===== src/rtl/npc_pkg.sv =====
// Shared definitions for the NPC core front end.
package npc_pkg;

  localparam logic [31:0] RESET_PC_DEFAULT = 32'h8000_0000;
  localparam logic [31:0] INST_NOP         = 32'h0000_0013;

  typedef enum logic [1:0] {
    IDLE,
    REQ,
    WAIT,
    HOLD
  } fetch_state_t;

endpackage


===== src/rtl/ifu_pc_reg.sv =====
// Program counter register: reset value, sequential +4 advance and aligned redirect.
module ifu_pc_reg #(
  parameter int unsigned       ADDR_W   = 32,
  parameter logic [ADDR_W-1:0] RESET_PC = '0
) (
  input  logic              clk,
  input  logic              rst_n,
  input  logic              advance_i,
  input  logic              redirect_valid_i,
  input  logic [ADDR_W-1:0] redirect_pc_i,
  output logic [ADDR_W-1:0] pc_o
);

  logic [ADDR_W-1:0] pc_q, pc_d;

  // Redirect beats advance; redirect targets are forced word-aligned.
  always_comb begin
    pc_d = pc_q;
    if (redirect_valid_i) begin
      pc_d = redirect_pc_i & ~ADDR_W'(3);
    end else if (advance_i) begin
      pc_d = pc_q + ADDR_W'(4);
    end
  end

  // PC state register.
  always_ff @(posedge clk or negedge rst_n) begin
    if (!rst_n) begin
      pc_q <= RESET_PC;
    end else begin
      pc_q <= pc_d;
    end
  end

  assign pc_o = pc_q;

endmodule


===== src/rtl/ifu_fetch.sv =====
// Instruction fetch stage: one outstanding imem read, result held for decode.
module ifu_fetch
  import npc_pkg::*;
#(
  parameter int unsigned       ADDR_W   = 32,
  parameter logic [ADDR_W-1:0] RESET_PC = ADDR_W'(RESET_PC_DEFAULT)
) (
  input  logic              clk,
  input  logic              rst_n,
  output logic              imem_req_valid,
  input  logic              imem_req_ready,
  output logic [ADDR_W-1:0] imem_req_addr,
  input  logic              imem_resp_valid,
  input  logic [31:0]       imem_resp_data,
  output logic              inst_valid,
  input  logic              inst_ready,
  output logic [31:0]       inst,
  output logic [ADDR_W-1:0] inst_pc,
  input  logic              redirect_valid,
  input  logic [ADDR_W-1:0] redirect_pc,
  output logic [31:0]       fetch_count
);

  fetch_state_t      state_q, state_d;
  logic              discard_q, discard_d;
  logic [31:0]       inst_q, inst_d;
  logic [ADDR_W-1:0] inst_pc_q, inst_pc_d;
  logic [31:0]       count_q, count_d;
  logic              advance;
  logic [ADDR_W-1:0] pc;

  ifu_pc_reg #(
    .ADDR_W   (ADDR_W),
    .RESET_PC (RESET_PC)
  ) u_pc_reg (
    .clk              (clk),
    .rst_n            (rst_n),
    .advance_i        (advance),
    .redirect_valid_i (redirect_valid),
    .redirect_pc_i    (redirect_pc),
    .pc_o             (pc)
  );

  // Next-state logic; a redirect always reloads pc inside ifu_pc_reg.
  always_comb begin
    state_d   = state_q;
    discard_d = discard_q;
    inst_d    = inst_q;
    inst_pc_d = inst_pc_q;
    count_d   = count_q;
    advance   = 1'b0;
    case (state_q)
      IDLE: begin
        if (!redirect_valid) state_d = REQ;
      end
      REQ: begin
        if (imem_req_ready) begin
          state_d = WAIT;
          // Accepted request targets the old pc: its response must be dropped.
          if (redirect_valid) discard_d = 1'b1;
        end
      end
      WAIT: begin
        if (imem_resp_valid) begin
          discard_d = 1'b0;
          if (redirect_valid || discard_q) begin
            state_d = REQ;
          end else begin
            inst_d    = imem_resp_data;
            inst_pc_d = pc;
            state_d   = HOLD;
          end
        end else if (redirect_valid) begin
          discard_d = 1'b1;
        end
      end
      HOLD: begin
        if (inst_ready) begin
          count_d = count_q + 32'd1;
          advance = 1'b1;
          state_d = REQ;
        end else if (redirect_valid) begin
          state_d = REQ;
        end
      end
      default: state_d = IDLE;
    endcase
  end

  // FSM, discard flag and decode-facing output registers.
  always_ff @(posedge clk or negedge rst_n) begin
    if (!rst_n) begin
      state_q   <= IDLE;
      discard_q <= 1'b0;
      inst_q    <= INST_NOP;
      inst_pc_q <= RESET_PC;
      count_q   <= '0;
    end else begin
      state_q   <= state_d;
      discard_q <= discard_d;
      inst_q    <= inst_d;
      inst_pc_q <= inst_pc_d;
      count_q   <= count_d;
    end
  end

  assign imem_req_valid = (state_q == REQ);
  assign inst_valid     = (state_q == HOLD);
  assign imem_req_addr  = pc;
  assign inst           = inst_q;
  assign inst_pc        = inst_pc_q;
  assign fetch_count    = count_q;

endmodule


===== config.mk =====
export PLATFORM = sky130hd
export DESIGN_NAME = ifu_fetch
export DESIGN_NICKNAME = d
export VERILOG_FILES = /design/src/rtl/npc_pkg.sv /design/src/rtl/ifu_pc_reg.sv /design/src/rtl/ifu_fetch.sv
export SDC_FILE = /design/constraint.sdc
export NUM_CORES = 1
export LEC_CHECK = 0
export BUFFER_PORTS_ARGS = -buffer_cell sky130_fd_sc_hd__buf_2
export CAP_MARGIN = 20
export CELL_PAD_IN_SITES_DETAIL_PLACEMENT = 0
export CELL_PAD_IN_SITES_GLOBAL_PLACEMENT = 1
export CORE_MARGIN = 3
export CORE_UTILIZATION = 42
export CTS_BUF_LIST = sky130_fd_sc_hd__clkbuf_16
export DETAILED_ROUTE_END_ITERATION = 12
export PLACE_DENSITY = 0.95
export REMOVE_ABC_BUFFERS = 1
export SETUP_SLACK_MARGIN = 0.1
export SLEW_MARGIN = 20
export SYNTH_ARGS = -nofsm -noshare
export SYNTH_HDL_FRONTEND = slang
export SYNTH_SLANG_ARGS = --single-unit

===== constraint.sdc =====
create_clock -name clk -period 2.9 [get_ports clk]
set_input_delay 0.145 -clock clk [delete_from_list [all_inputs] [get_ports clk]]
set_output_delay 0.145 -clock clk [all_outputs]
set_load 0.01 [all_outputs]

Word level (Yosys, flattened, before mapping)
Cells that the tools add are included.
W data, S select, Z words.
{ "totals": {"ff_bits": 131, "latch_bits": 0, "ram_bits": 0, "romBits": 0, "input_bits": 70, "output_inout_bits": 130, "word_cells": 39, "n_memories": 0} }
{ "op_classes": {"n_addsub": 2, "n_mul": 0, "div_mod_pow": 0, "order_cmp": 0, "n_eq_ne": 7, "shift": 0, "n_mux": 15, "bitwise_logic": 1, "reduce_logical": 8} }
{ "ops": {"columns": ["op", "count"], "rows": [
  ["$mux W32", 2],
  ["$add A32 B1 Y32 const B", 1],
  ["$add A32 B3 Y32 const B", 1],
  ["$mux W2", 6],
  ["$pmux W2 S4", 1],
  ["$mux W1", 5],
  ["$eq A2 B2 Y1 const B", 2],
  ["$ne A2 B2 Y1 const B", 2],
  ["$reduce_and A2 Y1", 2],
  ["$reduce_and A4 Y1", 1],
  ["$reduce_bool A2 Y1", 2],
  ["$ne A3 B1 Y1 const B", 1],
  ["$reduce_and A3 Y1", 1],
  ["$eq A2 B1 Y1 const B", 1],
  ["$logic_not A2 Y1", 1],
  ["$ne A2 B1 Y1 const B", 1],
  ["$pmux W1 S2", 1],
  ["$logic_or A1 B1 Y1", 1],
  ["$not A1 Y1", 1]
]} }

Logic depth before layout (Yosys ltp)
Gate-level depths: netlist of run 1.
{ "logic_depth": {"depth_word": 4, "ltp_mapped": 6} }

Modules after synthesis
From an unflattened synthesis of run 1, not the netlist that was laid out.
{ "unflattened": {"hier_cells": 477, "area_unflattened_um2": 5748.0} }
{ "modules_own_cells": {"columns": ["mod", "n_inst", "cells_per_inst", "area_per_inst_um2"], "rows": [
  ["ifu_fetch", 1, 285, 4017.6],
  ["ifu_pc_reg", 1, 192, 1730.4]
]} }

Worst setup path after synthesis of run 1
OpenSTA, ideal clock, no wires.
{ "synth_timing": {"path_type": "register to register", "start": "reg state_q[0]", "end": "reg u_pc_reg.pc_q[26], in the netlist u_pc_reg.pc_o[26]", "setup_ns": 0.082, "arrival_ns": 1.786, "slack_ns": 1.032, "stages_incl_launch_ff": 7, "path_buffers": 1, "period_less_slack_ns": 1.868, "path_cell_list": "dfrtp_1 -> ha_1 -> and3_1 -> buf_4 -> nand4_4 -> or4b_1 -> a31oi_1"} }
{ "synth_via": {"elab_chain_cells": 3} }
{ "synth_rtl": {"columns": ["element", "line", "source"], "rows": [
  ["start: declaration", "ifu_fetch.sv:24", "fetch_state_t state_q, state_d;"],
  ["start signal: assignment", "ifu_fetch.sv:99", "state_q <= state_d;"],
  ["$eq A2 B2 Y1", null, null],
  ["named net inst_valid", "ifu_fetch.sv:15", "output logic inst_valid,"],
  ["$mux W1", "ifu_fetch.sv:52", "case (state_q)"],
  ["$reduce_bool A2 Y1 (no line)", null, null],
  ["end signal: assignment", "ifu_pc_reg.sv:31", "pc_q <= pc_d;"],
  ["end: declaration", "ifu_pc_reg.sv:14", "logic [ADDR_W-1:0] pc_q, pc_d;"]
]} }
The timed path passes the listed nets, and every way through them passes these cells.
A chain may end at the register's enable or synchronous reset.

Worst setup path in the final report of run 1
{ "layout_timing": {"start": "reg state_q[0]", "end": "reg u_pc_reg.pc_q[29], in the netlist u_pc_reg.pc_o[29]"} }
{ "layout_via": {"elab_chain_cells": 3} }
{ "layout_rtl": {"columns": ["element", "line"], "rows": [
  ["$eq A2 B2 Y1", "ifu_fetch.sv:52"],
  ["$mux W1", "ifu_fetch.sv:52"],
  ["$reduce_bool A2 Y1 (no line)", null]
]} }
No other way between the ends.

==> results.toml, run 1 <==
[final_layout]
multiInputGateArea_um2 = 2440
drive_gt1_share_pct = 39.2
seq_area_um2 = 3180
syn_to_final_growth_pct = 38.8
num-nets-final = 821
design_area_um2 = 8010
fillCellCount = 1084
utilization_pct = 60.0
antennaDiodeCount = 0
layoutNonFillerInstCount = 934

[logic_synthesis]
yosysTopAreaCell = "dfrtp_1"
synthFlopType = "dfrtp_1"
yosysUniqueCellTypes = 42
netlist_instances = 487
ys_ff_latch = 127
syn_area_per_cell_um2 = 11.9
synth-simple-area-share_pct = 16.2
synth_top_cell_area_share_pct = 52.9
muxShareOfSynthArea_pct = 12.8
synth_async_sr_flop_share_pct = 100
synth_adder_area_share_pct = 1.30
synth_edf_count = 0
yosys_warnings = 0
synth_top_family_by_area = "simple AND/OR/NAND/NOR gates"
yosys.area_share.xor_xnor_pct = 6.68
seq_area_frac_synth_pct = 55.2
synth_compound_area_share_pct = 4.99
synthTopCellsByArea = "dfrtp_1, mux2_2, xnor2_1"
netlist_area_um2 = 5770

[floorplanning]
fp.dieW_um = 123
fp.coreArea_um2 = 13300
dieArea_um2 = 15200
fp.dieH_um = 123
start_util_pct = 43.2
rows = 42
ioPinCount = 200

[power_and_ir_drop]
cell_internal_pwr_mw = 3.81
p_per_area_nw_per_um2 = 673
ir_worst_vdd_mv = 0.360
combPwrFrac_pct = 23.1
total_power_mw = 5.40
leakage_nw = 3.99
p_clk_share_pct = 32.9
pwr-share-seq_pct = 43.9
p_sw_mw = 1.58
p_sw_share_pct = 29.4

[timing]
slew_viol_final = 0
min_period_over_period_pct = 77.1
timing.fmax_ghz = 0.447
hold_viol_final = 0
slew_headroom_pct = 42.6
rsz0062_at_grt = "no"
tightestPinTransition_ns = 0.860
setup_viol = 0
fin_crit_ns = 2.24
fin_skew_ns = 0.0158

[setup_path]
rrSetupSlack_ns = 0.66
worstSetupStartpointType = "flip-flop"
crit_chain = "ha_1, and4_1, nand4_2, or4_1, a31oi_1"
r2r_start = "state_q[0]"
regToRegEndpoint = "u_pc_reg.pc_o[29]"
crit_type = "flip-flop to flip-flop"
slowest_stage = "or4_1"
path_buf_inv = 0
worstPathRequired_ns = 3.22
arrival_ns = 2.56
r2r_cells = 5
critPathLaunch = "state_q[0]"
cp_max_fo = 15
max_stage_delay_ns = 0.51
crit_cells = 5
critPathTopFamily = "simple AND/OR/NAND/NOR gates"
endpoint = "u_pc_reg.pc_o[29]"
critPathCaptureType = "flip-flop"

[cts]
cts_resized = 0
h-tree-depth = 4
clock_path_buffers = 2
cts_root_buf = "clkbuf_16"
cts_tree = "done"
clock_sinks = 127
path_clk_slew_ns = 0.05
cts-buffers-inserted = 17
clock_latency_ns = 0.41

[detailed_routing]
via_per_inst = 5.14
wire_per_inst_um = 15.8
wl_um = 14700
vias = 4803
ant_nets = 0
dr.pass1.iters = 5
drtIter0Drc = 291
drc = 0

[global_routing]
grt_pass1_vias = 4730
antenna_found_initial = 0
grt_use_total_pct = 19.5
grt_pass1_wl_um = 23100
overflow = 0
grt_max_degree = 65

[status]
outcome = "completed"

[placement]
hpwl_um = 10100
place_congestion = 0.833
port_buffers = 193
placed_cell_area_um2 = 6890
place_inst = 840

[min_path]
hold_path.class = "input port to flip-flop"

[job]
drv_cap = 0
==> cell usage in the layout (no fill, tap or decap), drive strengths merged, types with 13 or more instances in the layout <==
cell type    netlist  final
nand2             38     38
xnor2             31     31
mux2              63     63
clkbuf             7     17
nand3             27     27
nand4             25     25
dfrtp            122    122
dlygate4sd3        0     62
nor2              22     22
a31oi             14     14
buf               16    197
inv                9     14
xor2              13     13
o21ai             23     23
==> worst min path at each step <==
stage,endpoint,cells past startpoint,slack [ns],start
floorplan,discard_q,0,-0.15,rst_n
global placement,fetch_count[30],1,0.27,rst_n
detailed placement,fetch_count[30],1,0.29,rst_n
CTS,u_pc_reg.pc_o[24],3,0.004,redirect_pc[24]
global route,u_pc_reg.pc_o[26],3,0.02,redirect_pc[26]
finish,u_pc_reg.pc_o[24],3,0.02,redirect_pc[24]
==> final cells by class <==
cell class	instances	share of cell area, %
clock buffer	17	5.31
clock inverter	15	0.890
inverter	9	0.422
multi-input combinational	331	30.5
sequential	127	39.7
tap	176	2.75
timing repair buffer	259	20.4
==> power groups by stage <==
stage,sequential [mW],clock (mW),combinational (mW)
finish,2.37,1.78,1.25
CTS,2.37,1.83,1.26
global placement,2.37,0,1.16
global route,2.42,1.91,1.37
floorplan,2.52,0,0.477
detailed placement,2.40,0,1.19
==> state kept, by name (all words and copies together) (netlist names) <==
name	count
inst	32
state_q	2
fetch_count	32
u_pc_reg.pc_o	30
inst_pc	30
discard_q	1
==> through the flow <==
stage | TNS, ns | setup WS, ns | hold WS (ns)
6_report | 0 | 0.663 | 0.0245
2_1_floorplan | -48.10 | -0.778 | -0.151
3_3_place_gp | 0 | 0.728 | 0.272
5_1_grt | 0 | 0.488 | 0.0174
4_1_cts | 0 | 0.645 | 0.00421
3_5_place_dp | 0 | 0.647 | 0.288
==> worst reg2reg max path, delay by kind of cell (launching register included) <==
| family | cells | cell delay, ns |
|---|---|---|
| AOI/OAI and AO/OA | 1 | 0.18 |
| adders and majority gates | 1 | 0.34 |
| and+or+nand+nor | 3 | 1.26 |
| DFF | 1 | 0.37 |
==> metal layers <==
metal / vias to the layer above / part of all wire (%) / track usage [%]
li1: 2277 / - / -
met1: 2343 / 42 / 23.2
met2: 159 / 49 / 32.9
met3: 24 / 7.6 / 6.68
met4: 0 / 2.0 / 7.20
met5: - / 0 / 0
==> cell families after synthesis <==
| logic type | count (synthesis) |
|---|---|
| AOI/OAI and AO/OA | 48 |
| xor gates and xnor gates | 44 |
| adders and majority gates | 6 |
| buffers and inverters | 32 |
| DFF | 127 |
| muxes | 66 |
| other | 1 |
| and+or+nand+nor | 163 |
==> Yosys cell counts (all sizes together) (6+ instances only) <==
master and count:
o21ai 23, or3 7, nand4 25, clkbuf 7, nor4 7, and4 10
nor3 6, xor2 13, nand2 38, and3 8, ha 6, or4 7
dfrtp 122, inv 9, a31oi 14, nor2 22, buf 16, mux2 63
nand3 27, xnor2 31
==> what timing repair did <==
action,CTS,global route
setup buffers,0,0
endpoints found under the hold margin,119,0
hold buffers,62,0
Power figures use the tool's default switching activity.
==> run 2, diff against run 1 <==
--- a/config.mk
+++ b/config.mk
@@ -10,10 +10,10 @@
 export CELL_PAD_IN_SITES_DETAIL_PLACEMENT = 0
 export CELL_PAD_IN_SITES_GLOBAL_PLACEMENT = 1
 export CORE_MARGIN = 3
-export CORE_UTILIZATION = 42
+export CORE_UTILIZATION = 39
 export CTS_BUF_LIST = sky130_fd_sc_hd__clkbuf_16
 export DETAILED_ROUTE_END_ITERATION = 12
-export PLACE_DENSITY = 0.95
+export PLACE_DENSITY = 0.9
 export REMOVE_ABC_BUFFERS = 1
 export SETUP_SLACK_MARGIN = 0.1
 export SLEW_MARGIN = 20
==> constraint.sdc (replaced) <==
create_clock -name clk -period 2.3 [get_ports clk]
set_input_delay 0.115 -clock clk [delete_from_list [all_inputs] [get_ports clk]]
set_output_delay 0.115 -clock clk [all_outputs]
set_load 0.01 [all_outputs]
==> run 2 against run 1 <==
  * Clock power rose by 47%
  * Combinational power increased by 27%
  * Routed wire length increased by 3.8%
  * Sequential cell count did not move
  * Non-clock buffer count increased by 9
  * Critical path depth is the same
  * Power is 33% higher
  * Largest cell class unchanged
==> results.toml, run 2 (synthesis gave the netlist of run 1 again) <==
[setup_path]
r2r_start = "state_q[1]"
r2r_cells = 5
cp_max_fo = 15
worstSetupStartpointType = "flip-flop"
rrSetupSlack_ns = 0.30
arrival_ns = 2.32
critPathCaptureType = "flip-flop"
worstPathRequired_ns = 2.62
crit_type = "flip-flop to flip-flop"
regToRegEndpoint = "u_pc_reg.pc_o[29]"

[timing]
fin_ws_ns = 0.302
tightestPinTransition_ns = 0.862
slew_viol_final = 0
timing.fmax_ghz = 0.501
hold_viol_final = 0
finalSetupTns_ns = 0
fin_crit_ns = 2.00
rsz0062_at_grt = "no"
min_period_over_period_pct = 86.9
slew_headroom_pct = 42.5
fin_skew_ns = 0.00922
setup_viol = 0

[status]
outcome = "completed"

[min_path]
hold_path_end = "discard_q"
hp-start = "imem_req_ready"
hold_depth = 3
hold_path.class = "input port to flip-flop"

[final_layout]
layoutNonFillerInstCount = 947
drive_gt1_share_pct = 39.8
mostFrequentLayoutCells = "buf_2, dfrtp_1, dlygate4sd3_1"
layout_commonest_cell = "buf_2"
num-nets-final = 830
fillCellCount = 1169
syn_to_final_growth_pct = 41.8
antennaDiodeCount = 0

[cts]
post-cts-setup-buffers = 0
h-tree-depth = 4
cts_resized = 0
cts_root_buf = "clkbuf_16"
cts-buffers-inserted = 17
cts_tree = "done"
clock_latency_ns = 0.42
clock_sinks = 127
clock_path_buffers = 2
path_clk_slew_ns = 0.05

[global_routing]
antenna_found_initial = 0
grt_pass1_wl_um = 24400
grt_max_degree = 77
grt_pass1_vias = 4854
grt_use_total_pct = 19.0
overflow = 0

[detailed_routing]
via_per_inst = 5.09
drc = 0
dr.pass1.iters = 4
drtIter0Drc = 222
wire_per_inst_um = 16.2
wl_um = 15300
ant_nets = 0
vias = 4816

[floorplanning]
dieArea_um2 = 16300
fp.coreArea_um2 = 14100
fp.dieH_um = 128
start_util_pct = 40.8
rows = 43
fp.dieW_um = 128
ioPinCount = 200

[power_and_ir_drop]
leakage_nw = 4.05
ir_worst_vdd_mv = 0.468
p_per_area_nw_per_um2 = 880

[placement]
dp_slack_ns = 0.306
place_congestion = 0.805
place_inst = 851
hpwl_um = 10600
port_buffers = 193

[job]
drv_cap = 0
run 2: layer usage:
metal	up-vias	GRT usage, %	routed length [um]
met3	23	6.63	1140
met2	158	31.0	7490
met5	-	0	0
met1	2342	23.4	6390
li1	2293	-	-
met4	0	6.80	276
run 2: worst max path at each step:
stage | start | to | slack [ns] | cells past startpoint
floorplan | state_q[0] | inst[10] | -1.38 | 5
global placement | state_q[0] | u_pc_reg.pc_o[25] | 0.43 | 5
detailed placement | state_q[1] | u_pc_reg.pc_o[29] | 0.31 | 5
CTS | state_q[1] | u_pc_reg.pc_o[29] | 0.29 | 5
global route | state_q[1] | u_pc_reg.pc_o[29] | 0.15 | 5
finish | state_q[1] | u_pc_reg.pc_o[29] | 0.30 | 5
run 2: final cells by class:
cell class | instances | area (um2) | share of cell area (%)
flip-flops and latches | 127 | 3180 | 38.9
multi-input cells | 331 | 2440 | 29.9
repair buffers | 268 | 1720 | 21.0
clock buffers | 17 | 425 | 5.20
well taps | 180 | 225 | 2.75
clock inverters | 15 | 153 | 1.86
inverters | 9 | 33.8 | 0.413
run 2: critical path: stages (launching register included):
cell and delay (ns):
dfrtp_1 0.38, ha_1 0.19, and4_1 0.24, nand4_2 0.36
or4_1 0.54, a31oi_1 0.20
run 2: what timing repair did:
item | CTS | global route
hold endpoints to repair | 133 | 0
hold buffers | 64 | 0
setup endpoints to repair | 0 | 0
run 2: metrics by stage:
stage	total power, mW	util (%)	instance area, um2	hold WS (ns)
detailed placement	4.54	49.2	6970	0.187
floorplan	3.78	-	5660	-0.181
global placement	4.47	49.2	6970	0.169
finish	7.20	57.9	8190	0.0278
global route	7.61	57.9	8190	0.0472
CTS	7.29	57.9	8190	0.0112
run 2: power breakdown:
part | internal [mW] | switching (mW)
sequential | 2.68 | 0.309
clock | 1.67 | 0.949
combinational | 0.805 | 0.785
==> run 3, diff against run 2 <==
--- a/config.mk
+++ b/config.mk
@@ -13,7 +13,7 @@
 export CORE_UTILIZATION = 39
 export CTS_BUF_LIST = sky130_fd_sc_hd__clkbuf_16
 export DETAILED_ROUTE_END_ITERATION = 12
-export PLACE_DENSITY = 0.9
+export PLACE_DENSITY_LB_ADDON = 0.1
 export REMOVE_ABC_BUFFERS = 1
 export SETUP_SLACK_MARGIN = 0.1
 export SLEW_MARGIN = 20
==> run 3 against run 2 <==
  * Worst setup slack worse by 0.021 ns
  * Clock skew is 0.0048 ns lower
  * Worst hold slack worse by 0.0044 ns
==> results.toml, run 3 (synthesis gave the netlist of run 1 again) <==
[power_and_ir_drop]
leakage_nw = 4.08
ir_worst_vdd_mv = 0.485
p_clk_share_pct = 36.6
p_per_area_nw_per_um2 = 875
pwr-share-seq_pct = 41.4
p_sw_share_pct = 28.1
cell_internal_pwr_mw = 5.17
combPwrFrac_pct = 22.0
p_sw_mw = 2.02

[timing]
fin_skew_ns = 0.00442
tightestPinTransition_ns = 0.705
finalSetupTns_ns = 0
slew_viol_final = 0
rsz0062_at_grt = "no"
timing.fmax_ghz = 0.495
setup_viol = 0
hold_viol_final = 0
min_period_over_period_pct = 87.8
fin_crit_ns = 2.02
slew_headroom_pct = 52.6
fin_ws_ns = 0.281

[placement]
placed_cell_area_um2 = 6980
place_congestion = 0.764
hpwl_um = 10500
port_buffers = 193
dp_slack_ns = 0.226

[final_layout]
syn_to_final_growth_pct = 42.3
design_area_um2 = 8220
antennaDiodeCount = 0
mostFrequentLayoutCells = "buf_2, dfrtp_1, dlygate4sd3_1"
layout_commonest_cell = "buf_2"
drive_gt1_share_pct = 40.1
num-nets-final = 831

[floorplanning]
fp.coreArea_um2 = 14100
fp.dieH_um = 128
fp.dieW_um = 128
rows = 43
ioPinCount = 200
start_util_pct = 40.8
dieArea_um2 = 16300

[setup_path]
endpoint = "u_pc_reg.pc_o[26]"
regToRegEndpoint = "u_pc_reg.pc_o[26]"
arrival_ns = 2.35
worstPathRequired_ns = 2.63
cp_max_fo = 8
rrSetupSlack_ns = 0.28
r2r_start = "u_pc_reg.pc_o[2]"
worstSetupStartpointType = "flip-flop"
r2r_cells = 5
crit_type = "flip-flop to flip-flop"
critPathCaptureType = "flip-flop"
critPathLaunch = "u_pc_reg.pc_o[2]"

[detailed_routing]
ant_nets = 0
via_per_inst = 5.03
drtIter0Drc = 212
dr.pass1.iters = 4
wire_per_inst_um = 15.9
drc = 0
vias = 4766
wl_um = 15100

[cts]
h-tree-depth = 4
clock_sinks = 127
cts-buffers-inserted = 17
clock_path_buffers = 2
cts_root_buf = "clkbuf_16"
cts_tree = "done"
clock_latency_ns = 0.41
path_clk_slew_ns = 0.05

[job]
drv_cap = 0

[global_routing]
grt_max_degree = 48
overflow = 0
grt_use_total_pct = 19.3
antenna_found_initial = 0
grt_pass1_wl_um = 25300
grt_pass1_vias = 4936

[status]
outcome = "completed"

[min_path]
hold_path.class = "input port to flip-flop"
-- run 3: final cells by class --
| class | instances | area (um2) |
|---|---|---|
| Clock buffer | 17 | 425 |
| Clock inverter | 15 | 156 |
| Fill cell | 1219 | 5930 |
| Inverter | 9 | 33.8 |
| Multi-Input combinational cell | 331 | 2450 |
| Sequential cell | 127 | 3180 |
| Tap cell | 180 | 225 |
| Timing Repair Buffer | 269 | 1740 |
-- run 3: power groups by stage --
stage / combinational [mW] / sequential [mW] / clock [mW]
after floorplan: 0.602 / 3.18 / 0
after global placement: 1.48 / 3.00 / 0
after detailed placement: 1.52 / 3.02 / 0
after CTS: 1.61 / 2.98 / 2.70
after global routing: 1.75 / 3.05 / 2.81
final: 1.58 / 2.98 / 2.63
-- run 3: what timing repair did --
item / 4_1_cts / 5_1_grt
endpoints found under the setup margin: 0 / 7
hold buffers: 64 / 0
buffers inserted: 0 / 0
resized for setup: 0 / 1
endpoints found under the hold margin: 95 / 0
-- run 3: worst min path at each step --
stage               slack, ns      startpoint                 to  depth (start not counted)
global route             0.03  redirect_valid  u_pc_reg.pc_o[31]                          3
floorplan               -0.18           rst_n          discard_q                          0
global placement         0.12           rst_n        inst_pc[19]                          1
finish                   0.02  redirect_valid  u_pc_reg.pc_o[31]                          3
CTS                     0.003  redirect_valid  u_pc_reg.pc_o[31]                          3
detailed placement       0.12           rst_n        inst_pc[20]                          1
-- run 3: layer usage --
layer / share of wire, % / GRT usage, %
met5: 0 / 0
met4: 1.0 / 5.99
met3: 6.0 / 4.92
met2: 47 / 30.4
met1: 46 / 26.4
-- run 3: metrics by stage --
stage | cells | hold slack [ns] | power, mW | utilization, %
after global routing | 948 | 0.0336 | 7.62 | 58.1
after global placement | 852 | 0.117 | 4.47 | 49.4
after floorplan | 467 | -0.181 | 3.78 | -
final | 948 | 0.0234 | 7.19 | 58.1
after detailed placement | 852 | 0.121 | 4.53 | 49.4
after CTS | 948 | 0.00305 | 7.29 | 58.0
-- run 3: critical path, cell delays in order, from the launching register on --
cell and delay (ns):
dfrtp_1 0.45, ha_1 0.20, and3_1 0.40, nand4_4 0.20, or4b_1 0.53, a31oi_1 0.17
